--- config.mk ---
export PLATFORM = sky130hd
export DESIGN_NAME = alu_result_collector
export DESIGN_NICKNAME = d
export VERILOG_FILES = /design/src/rtl/alu_result_collector.sv
export SDC_FILE = /design/constraint.sdc
export NUM_CORES = 1
export LEC_CHECK = 0
export CAP_MARGIN = 20
export CORE_MARGIN = 2
export CORE_UTILIZATION = 35
export CTS_CLUSTER_SIZE = 12
export DETAILED_ROUTE_END_ITERATION = 16
export HOLD_SLACK_MARGIN = 0.1
export PLACE_DENSITY_LB_ADDON = 0.12
export SLEW_MARGIN = 20
export SYNTH_ARGS = -nofsm -noshare
export SYNTH_HDL_FRONTEND = slang
export SYNTH_HIERARCHICAL = 1
export SYNTH_SLANG_ARGS = --single-unit
--- constraint.sdc ---
create_clock -name clk -period 4.7 [get_ports clk]
set_input_delay 0.47 -clock clk [delete_from_list [all_inputs] [get_ports clk]]
set_output_delay 0.47 -clock clk [all_outputs]
set_load 0.01 [all_outputs]
--- src/rtl/alu_result_collector.sv ---
// alu_result_collector
//   Collects results from the add/sub/mul/div execution units into one
//   register-file writeback stream.
//   - alu_rc_hold: one-entry holding buffer per unit (ready = !full).
//   - alu_result_collector: round-robin arbiter over occupied buffers plus a
//     registered writeback stage with a valid/ready handshake.
// Ports (top):
//   clk, rst_n                 clock, async active-low reset
//   <u>_valid/_res/_rd         unit result handshake in (u = add,sub,mul,div)
//   <u>_ready                  holding buffer empty, can accept
//   wb_valid/_data/_rd/_opcode writeback entry (opcode = source unit index)
//   wb_ready                   register file accepts writeback
//   busy                       any buffer full or writeback pending

module alu_rc_hold #(
  parameter int DATA_W = 16,
  parameter int TAG_W  = 4
) (
  input  logic              clk,
  input  logic              rst_n,
  input  logic              in_valid_i,
  input  logic [DATA_W-1:0] in_res_i,
  input  logic [TAG_W-1:0]  in_rd_i,
  output logic              in_ready_o,
  input  logic              clr_i,      // entry granted this cycle
  output logic              full_o,
  output logic [DATA_W-1:0] data_o,
  output logic [TAG_W-1:0]  rd_o
);
  logic              full_q, full_d;
  logic [DATA_W-1:0] data_q;
  logic [TAG_W-1:0]  rd_q;
  logic              take;

  // A full buffer never accepts, so grant-clear and capture never collide.
  assign take = in_valid_i && !full_q;

  always_comb begin
    full_d = full_q;
    if (take)       full_d = 1'b1;
    else if (clr_i) full_d = 1'b0;
  end

  always_ff @(posedge clk or negedge rst_n) begin
    if (!rst_n) begin
      full_q <= 1'b0;
      data_q <= '0;
      rd_q   <= '0;
    end else begin
      full_q <= full_d;
      if (take) begin
        data_q <= in_res_i;
        rd_q   <= in_rd_i;
      end
    end
  end

  assign in_ready_o = !full_q;
  assign full_o     = full_q;
  assign data_o     = data_q;
  assign rd_o       = rd_q;
endmodule

module alu_result_collector #(
  parameter int DATA_W = 16,
  parameter int TAG_W  = 4
) (
  input  logic              clk,
  input  logic              rst_n,
  input  logic              add_valid,
  input  logic [DATA_W-1:0] add_res,
  input  logic [TAG_W-1:0]  add_rd,
  output logic              add_ready,
  input  logic              sub_valid,
  input  logic [DATA_W-1:0] sub_res,
  input  logic [TAG_W-1:0]  sub_rd,
  output logic              sub_ready,
  input  logic              mul_valid,
  input  logic [DATA_W-1:0] mul_res,
  input  logic [TAG_W-1:0]  mul_rd,
  output logic              mul_ready,
  input  logic              div_valid,
  input  logic [DATA_W-1:0] div_res,
  input  logic [TAG_W-1:0]  div_rd,
  output logic              div_ready,
  output logic              wb_valid,
  output logic [DATA_W-1:0] wb_data,
  output logic [TAG_W-1:0]  wb_rd,
  output logic [1:0]        wb_opcode,
  input  logic              wb_ready,
  output logic              busy
);
  localparam int NUM_SRC = 4;

  logic [NUM_SRC-1:0]             src_valid, src_ready, full, clr;
  logic [NUM_SRC-1:0][DATA_W-1:0] src_res, buf_data;
  logic [NUM_SRC-1:0][TAG_W-1:0]  src_rd, buf_rd;

  assign src_valid = {div_valid, mul_valid, sub_valid, add_valid};
  assign src_res   = {div_res, mul_res, sub_res, add_res};
  assign src_rd    = {div_rd, mul_rd, sub_rd, add_rd};
  assign {div_ready, mul_ready, sub_ready, add_ready} = src_ready;

  for (genvar s = 0; s < NUM_SRC; s++) begin : g_hold
    alu_rc_hold #(.DATA_W(DATA_W), .TAG_W(TAG_W)) u_hold (
      .clk        (clk),
      .rst_n      (rst_n),
      .in_valid_i (src_valid[s]),
      .in_res_i   (src_res[s]),
      .in_rd_i    (src_rd[s]),
      .in_ready_o (src_ready[s]),
      .clr_i      (clr[s]),
      .full_o     (full[s]),
      .data_o     (buf_data[s]),
      .rd_o       (buf_rd[s])
    );
  end

  logic              wb_valid_q, wb_valid_d;
  logic [DATA_W-1:0] wb_data_q, wb_data_d;
  logic [TAG_W-1:0]  wb_rd_q, wb_rd_d;
  logic [1:0]        wb_op_q, wb_op_d;
  logic [1:0]        rr_ptr_q, rr_ptr_d;
  logic              ld, gnt;
  logic [1:0]        gnt_idx, idx;

  // Output register may load when empty or draining this cycle.
  assign ld = !wb_valid_q || wb_ready;

  // First full buffer scanning circularly from rr_ptr.
  always_comb begin
    gnt     = 1'b0;
    gnt_idx = rr_ptr_q;
    idx     = rr_ptr_q;
    for (int k = 0; k < NUM_SRC; k++) begin
      idx = rr_ptr_q + 2'(k);
      if (!gnt && full[idx]) begin
        gnt     = 1'b1;
        gnt_idx = idx;
      end
    end
    gnt = gnt && ld;
  end

  always_comb begin
    clr = '0;
    if (gnt) clr[gnt_idx] = 1'b1;
  end

  always_comb begin
    wb_valid_d = wb_valid_q;
    wb_data_d  = wb_data_q;
    wb_rd_d    = wb_rd_q;
    wb_op_d    = wb_op_q;
    rr_ptr_d   = rr_ptr_q;
    if (gnt) begin
      wb_valid_d = 1'b1;
      wb_data_d  = buf_data[gnt_idx];
      wb_rd_d    = buf_rd[gnt_idx];
      wb_op_d    = gnt_idx;
      rr_ptr_d   = gnt_idx + 2'd1;
    end else if (ld) begin
      wb_valid_d = 1'b0;
    end
  end

  always_ff @(posedge clk or negedge rst_n) begin
    if (!rst_n) begin
      wb_valid_q <= 1'b0;
      wb_data_q  <= '0;
      wb_rd_q    <= '0;
      wb_op_q    <= 2'd0;
      rr_ptr_q   <= 2'd0;
    end else begin
      wb_valid_q <= wb_valid_d;
      wb_data_q  <= wb_data_d;
      wb_rd_q    <= wb_rd_d;
      wb_op_q    <= wb_op_d;
      rr_ptr_q   <= rr_ptr_d;
    end
  end

  assign wb_valid  = wb_valid_q;
  assign wb_data   = wb_data_q;
  assign wb_rd     = wb_rd_q;
  assign wb_opcode = wb_op_q;
  assign busy      = (|full) || wb_valid_q;
endmodule

==> run metrics, run 1 <==
status=complete, no violations; Worst-Margin Slew=between 1000 and 1500 ps; worst min-delay path category=primary input to async pin; Setup Fix Bufs, Post-CTS=0; clk buf depth=2; Root Driver=clkbuf_16; R2R setup slack=roughly 2000 ps; Slew Limit Headroom=30.3%; period utilization=approximately 58%; worst IR drop on VDD=approximately 0.00024 V; Cells after Synth=364; grt total ovfl=0; Mapped Nets=between 400 and 500; Die ar.=between 15000 and 20000 sq um; # IOs=approximately 120; layout net count=between 500 and 600; antenna viol nets, final=0; Setup-failing EPs final=0; startpoint types=flip-flop; drt drc=0; via/cell ratio=5.02; Port Buffers=approximately 110; Initial Util=35.8%; maxcap violations=0; power density over cell area=about 700 nW/um^2; Post-synth EDFFs=0; Pre-antenna DRT Iters=4; vias=3291; CTS clk-pin slew, worst paths=roughly 70 ps; fraction of layout cells with a size suffix above 1=between 20% and 30%; worst reg2reg endpoint=wb_data[1]; most common flop cell mapped by yosys=dfrtp_1; Layout area overhead=28.5%; critical-path maximum fanout=22; num rows=between 40 and 50; count of final hold-check violations=0; Netlist Area Pre-Place=about 5200 sq um; FF+latch count, synth=between 100 and 150; Fmax=around 370 MHz; Power, Total=between 0.004 and 0.005 W; Detailed Place HPWL=approximately 9 mm; Critical Path AT=2920 ps; CP required=around 5000 ps; Ant. Diodes=0; die extent in y=~130 um; total track usage=roughly 17%; final wirelength=12.5 mm; post_cts resized=0; core area=approximately 15000 sq um; CP endpoint kind=flip-flop; initial drt markers=~190; Final Slew Violations=0; fin cells=roughly 660; min cycle time layout=2720 ps; clk_skew=approximately 6.5 ps; Die W=between 100 and 150 um; H-tree depth=3; number of hold buffers added after cts=0; worst r2r src=g_hold[0].u_hold/full_o; footprint of the multi-input gates=2270 sq um; Seq/Total Area, Yosys=52.2%; CTS sink cnt=109; largest net degree at the start of global routing=between 80 and 90; weighted congestion at the end of routability-driven global placement=0.783; share of synthesized registers carrying an async set or reset=between 90% and 100%; sum of negative setup slack=0 ps; WS Path Type=flip-flop to flip-flop; worst skew pair latency=between 300 and 400 ps; FILL cells=around 1300; placed cells=approximately 640; global-route wire length before repair=approximately 20 mm; wire per inst=~19 um; worst r2r path cells=6; CTS tree=built; antenna violations before repair=0; Inserted Clock Buffers=9; Yosys warning total=6; post-synth cell types=33; final core occ=~46%; Seq. cell area=about 2700 sq um; Lkg Pwr=~2.8 nW; final hold slack=approximately 150 ps; syn avg cell area=14.4 sq um; vias in the first global route=3548; unrepaired setup endpoints after global routing=no
[cells in the final DEF, fill, tap and decap left out, drive strengths merged]
cell type,synthesis,final
buf,19,6
mux2i,20,20
nor4,1,1
clkbuf,9,12
or3,1,1
clkdlybuf4s50,0,113
o21bai,4,4
nor2b,7,7
a2111oi,20,20
clkinvlp,0,1
o21a,1,1
and2,2,2
nand2,5,5
inv,5,7
a2111o,1,1
a21oi,4,4
o21ai,3,3
dfrtp,109,109
o21ba,1,1
a21o,2,2
nor2,21,21
a21boi,1,1
nor3,4,4
o31a,20,20
xnor2,1,1
or2,1,1
mux2,80,80
nand2b,2,2
bufinv,0,1
a211oi,20,20
[layer usage]
metal | routed length (um) | global-route usage (%) | vias to the layer above
li1 | - | - | 1556
met1 | 6200 | 23.7 | 1638
met2 | 5540 | 24.3 | 79
met3 | 496 | 3.70 | 18
met4 | 281 | 6.66 | 0
met5 | 0 | 0 | -
[stage by stage]
step                setup slack, ps  cell area, sq um
global placement               2120              6420
finish                         1980              6720
floorplan                      2810              5230
CTS                            1970              6710
detailed placement             1990              6420
global route                   1720              6720
[flip-flops by register name, summed over array words and instances (netlist names)]
register	flops
g_hold.u_hold/full_o	4
g_hold.u_hold/rd_o	16
rr_ptr_q	2
wb_valid	1
wb_rd	4
g_hold.u_hold/data_o	64
wb_opcode	2
wb_data	16
[report_power, final]
group / total [W] / internal (W) / switching [W]
Combinational: 0.00217 / 0.00123 / 0.000943
Clock: 0.000770 / 0.000418 / 0.000352
Sequential: 0.00177 / 0.00142 / 0.000350
[layout make-up]
cell class | count | share of cell area [%]
Clock buffer | 12 | 3.52
Inverter | 5 | 0.279
Sequential cell | 109 | 40.6
Timing Repair Buffer | 119 | 17.6
Tap cell | 184 | 3.43
Clock inverter | 4 | 0.820
Multi-Input combinational cell | 222 | 33.8
[synth_stat cells, types with 2 or more instances]
cell | n | area [sq um]
a21o_1 | 2 | 15.0
inv_1 | 5 | 18.8
o21bai_1 | 4 | 30.0
a211oi_1 | 20 | 150
nor2b_4 | 4 | 55.1
mux2_2 | 4 | 45.0
mux2_4 | 76 | 1140
and2_1 | 2 | 12.5
o31a_1 | 20 | 175
o21ai_1 | 3 | 15.0
buf_2 | 8 | 40.0
clkbuf_1 | 9 | 33.8
nor2b_1 | 3 | 18.8
nand2_1 | 5 | 18.8
a2111oi_0 | 20 | 175
nand2b_1 | 2 | 12.5
nor3_1 | 3 | 15.0
buf_8 | 8 | 120
buf_6 | 2 | 22.5
dfrtp_1 | 109 | 2730
mux2i_1 | 20 | 200
a21oi_1 | 4 | 20.0
nor2_1 | 21 | 78.8
[logic make-up (layout without fill, tap and decap cells)]
group | count (synthesis) | in the layout | share of synthesized area (%)
flops | 109 | 109 | 52.2
mux | 100 | 100 | 26.5
compound gates | 77 | 77 | 11.8
simple gates | 44 | 44 | 4.71
buf+inv | 33 | 140 | 4.64
xor+xnor | 1 | 1 | 0.168
[worst max path at each step]
stage,start,end,depth (start not counted)
2_1_floorplan,g_hold[0].u_hold/full_o,wb_rd[1],7
3_3_place_gp,wb_ready,g_hold[3].u_hold/full_o,7
3_5_place_dp,g_hold[0].u_hold/full_o,wb_data[1],6
4_1_cts,g_hold[0].u_hold/full_o,wb_data[1],6
5_1_grt,g_hold[0].u_hold/full_o,wb_data[1],6
6_report,g_hold[0].u_hold/full_o,wb_data[1],6
[critical path: stages, from the launching register on]
cell and delay, ps:
dfrtp_1 480, nor2b_1 260, o21ba_1 660, nor3_2 200
buf_4 250, a2111oi_0 600, a211oi_1 100
Power figures use the tool's default switching activity.
==> run 2, diff against run 1 <==
Clock period 4.7 ns to 2.3 ns, I/O delays scaled along.
==> run 2 against run 1 <==
  * Clock skew up 0.65 ps
  * Largest power group unchanged
  * Wire length down 0.97%
  * Critical endpoint is now busy
  * Highest routed layer unchanged
  * Die area unchanged
  * Global-route usage down 0.32 points
  * Sequential share of layout area down 1.7 points
==> run metrics, run 2 (synthesis results as in run 1) <==
global-route wire length before repair=20.0 mm; CTS sink cnt=about 110; critical-path maximum fanout=5; met2 WL post-DR=about 5.4 mm; Layout area overhead=34.3%; CP endpoint kind=primary output; initial drt markers=117; footprint of the multi-input gates=roughly 2300 sq um; antenna viol nets, final=0; Inserted Clock Buffers=9; layout net count=576; largest net degree at the start of global routing=60; R2R setup slack=about 120 ps; grt total ovfl=0; worst reg2reg endpoint=wb_data[2]; Lkg Pwr=2.99 nW; worst min-delay path category=primary input to async pin; Critical Path AT=just under 2000 ps; via/cell ratio=roughly 4.8; Detailed Place HPWL=approximately 9.1 mm; pre-CTS WS=-54.2 ps; slowest CP cell=clkdlybuf4s50_1; M1 wire length=about 6.3 mm; count of final hold-check violations=0; wire per inst=roughly 18 um; drt drc=0; Pre-antenna DRT Iters=4; Worst-Margin Slew=just over 1000 ps; final hold slack=355 ps; met3 WL=between 400 and 500 um; vias in the first global route=roughly 3400; worst r2r src=g_hold[2].u_hold/full_o; core area=14600 sq um; commonest non-fill, non-tap cell in the layout=clkdlybuf4s50_1; Root Driver=clkbuf_16; post-layout instance area=7020 sq um; clk buf depth=2; worst IR drop on VDD=between 0.0005 and 0.0006 V; most frequent cells in the layout=clkdlybuf4s50_1, dfrtp_1, mux2_4; CP max stage delay=roughly 470 ps; Ant. Diodes=0; vias=around 3300; Final Slew Violations=0; final core occ=approximately half; power density over cell area=around 1400 nW/um^2; Port Buffers=approximately 110; Slew Limit Headroom=about a third; CTS clk-pin slew, worst paths=70 ps; CP Buf/Inv Count=3; Top cell by count, worst path=buf_4; Fmax=456 MHz; num rows=44; worst skew pair latency=about 350 ps; period utilization=95.4%; H-tree depth=3; max FFs per register=64; unrepaired setup endpoints after global routing=no; clk_skew=approximately 7.2 ps; fin cells=between 600 and 700; weighted congestion at the end of routability-driven global placement=~0.79; Cell Chain, Critical Path=buf_4 > nor4_4 > buf_4 > nand2b_1 > clkdlybuf4s50_1; CP required=2070 ps; startpoint types=flip-flop; Setup-failing EPs final=0; Seq. cell area=2730 sq um; status=complete, no violations; Die ar.=about 16000 sq um; total track usage=16.2%; WS Path Type=flip-flop to primary output; Initial Util=between 30 and 40%; family with the most delay on the worst path=buffers and inverters; fraction of layout cells with a size suffix above 1=roughly 27%; final wirelength=12.4 mm; antenna violations before repair=0; Die W=126 um; placed cells=approximately 660; Post-DP Area=6650 sq um; worst r2r path cells=7; die extent in y=roughly 130 um; CTS tree=built; min cycle time layout=2190 ps; FILL cells=1280; maxcap violations=0; worst setup margin=between 100 and 150 ps; # IOs=approximately 120; Top Metal Used=met4
run 2: metrics by stage:
step	setup TNS, ps	power (W)
floorplan	0	0.00677
global placement	-6.42	0.00843
detailed placement	-85.1	0.00843
CTS	0	0.0101
global route	0	0.0108
finish	0	0.0101
run 2: layout make-up:
type                    instances  share of cell area [%]
clock inverters                 5                   0.838
multi-input cells             222                    32.7
flip-flops and latches        109                    38.9
clock buffers                  11                    3.46
repair buffers                142                    20.6
well taps                     184                    3.28
inverters                       5                   0.267
run 2: what timing repair did:
item | in CTS | in global routing
endpoints found under the setup margin | 10 | 18
buffers inserted | 0 | 3
pin swaps | 0 | 1
hold buffers | 1 | 0
gates resized for setup | 2 | 6
hold endpoints to repair | 30 | 0
run 2: report_power, final:
| group | total (W) | switching, W | leakage [nW] | internal (W) |
|---|---|---|---|---|
| clock network | 0.00158 | 0.000703 | 0.142 | 0.000877 |
| logic | 0.00498 | 0.00210 | 1.58 | 0.00288 |
| registers | 0.00358 | 0.000664 | 1.27 | 0.00291 |
run 2: worst max path at each step:
stage	startpoint	end	slack (ps)	cells past startpoint
5_1_grt	g_hold[2].u_hold/full_o	wb_data[6]	3	6
6_report	g_hold[0].u_hold/full_o	busy	110	5
3_5_place_dp	g_hold[3].u_hold/full_o	wb_data[13]	-50	6
2_1_floorplan	g_hold[0].u_hold/full_o	wb_rd[1]	410	7
4_1_cts	g_hold[3].u_hold/full_o	wb_data[2]	4	7
3_3_place_gp	g_hold[2].u_hold/full_o	wb_data[10]	-6	5
run 2: metal layers:
metal	track usage [%]	vias to the layer above
met2	23.0	67
met3	3.19	13
li1	-	1602
met4	5.82	0
met5	0	-
met1	24.5	1572
run 2: worst reg2reg max path, cell delays in order, from the launching register on:
cell	delay (ps)
dfrtp_1	440
a21boi_1	160
o21ba_1	230
buf_6	180
or3_1	420
buf_12	190
mux2i_2	310
a211oi_2	110
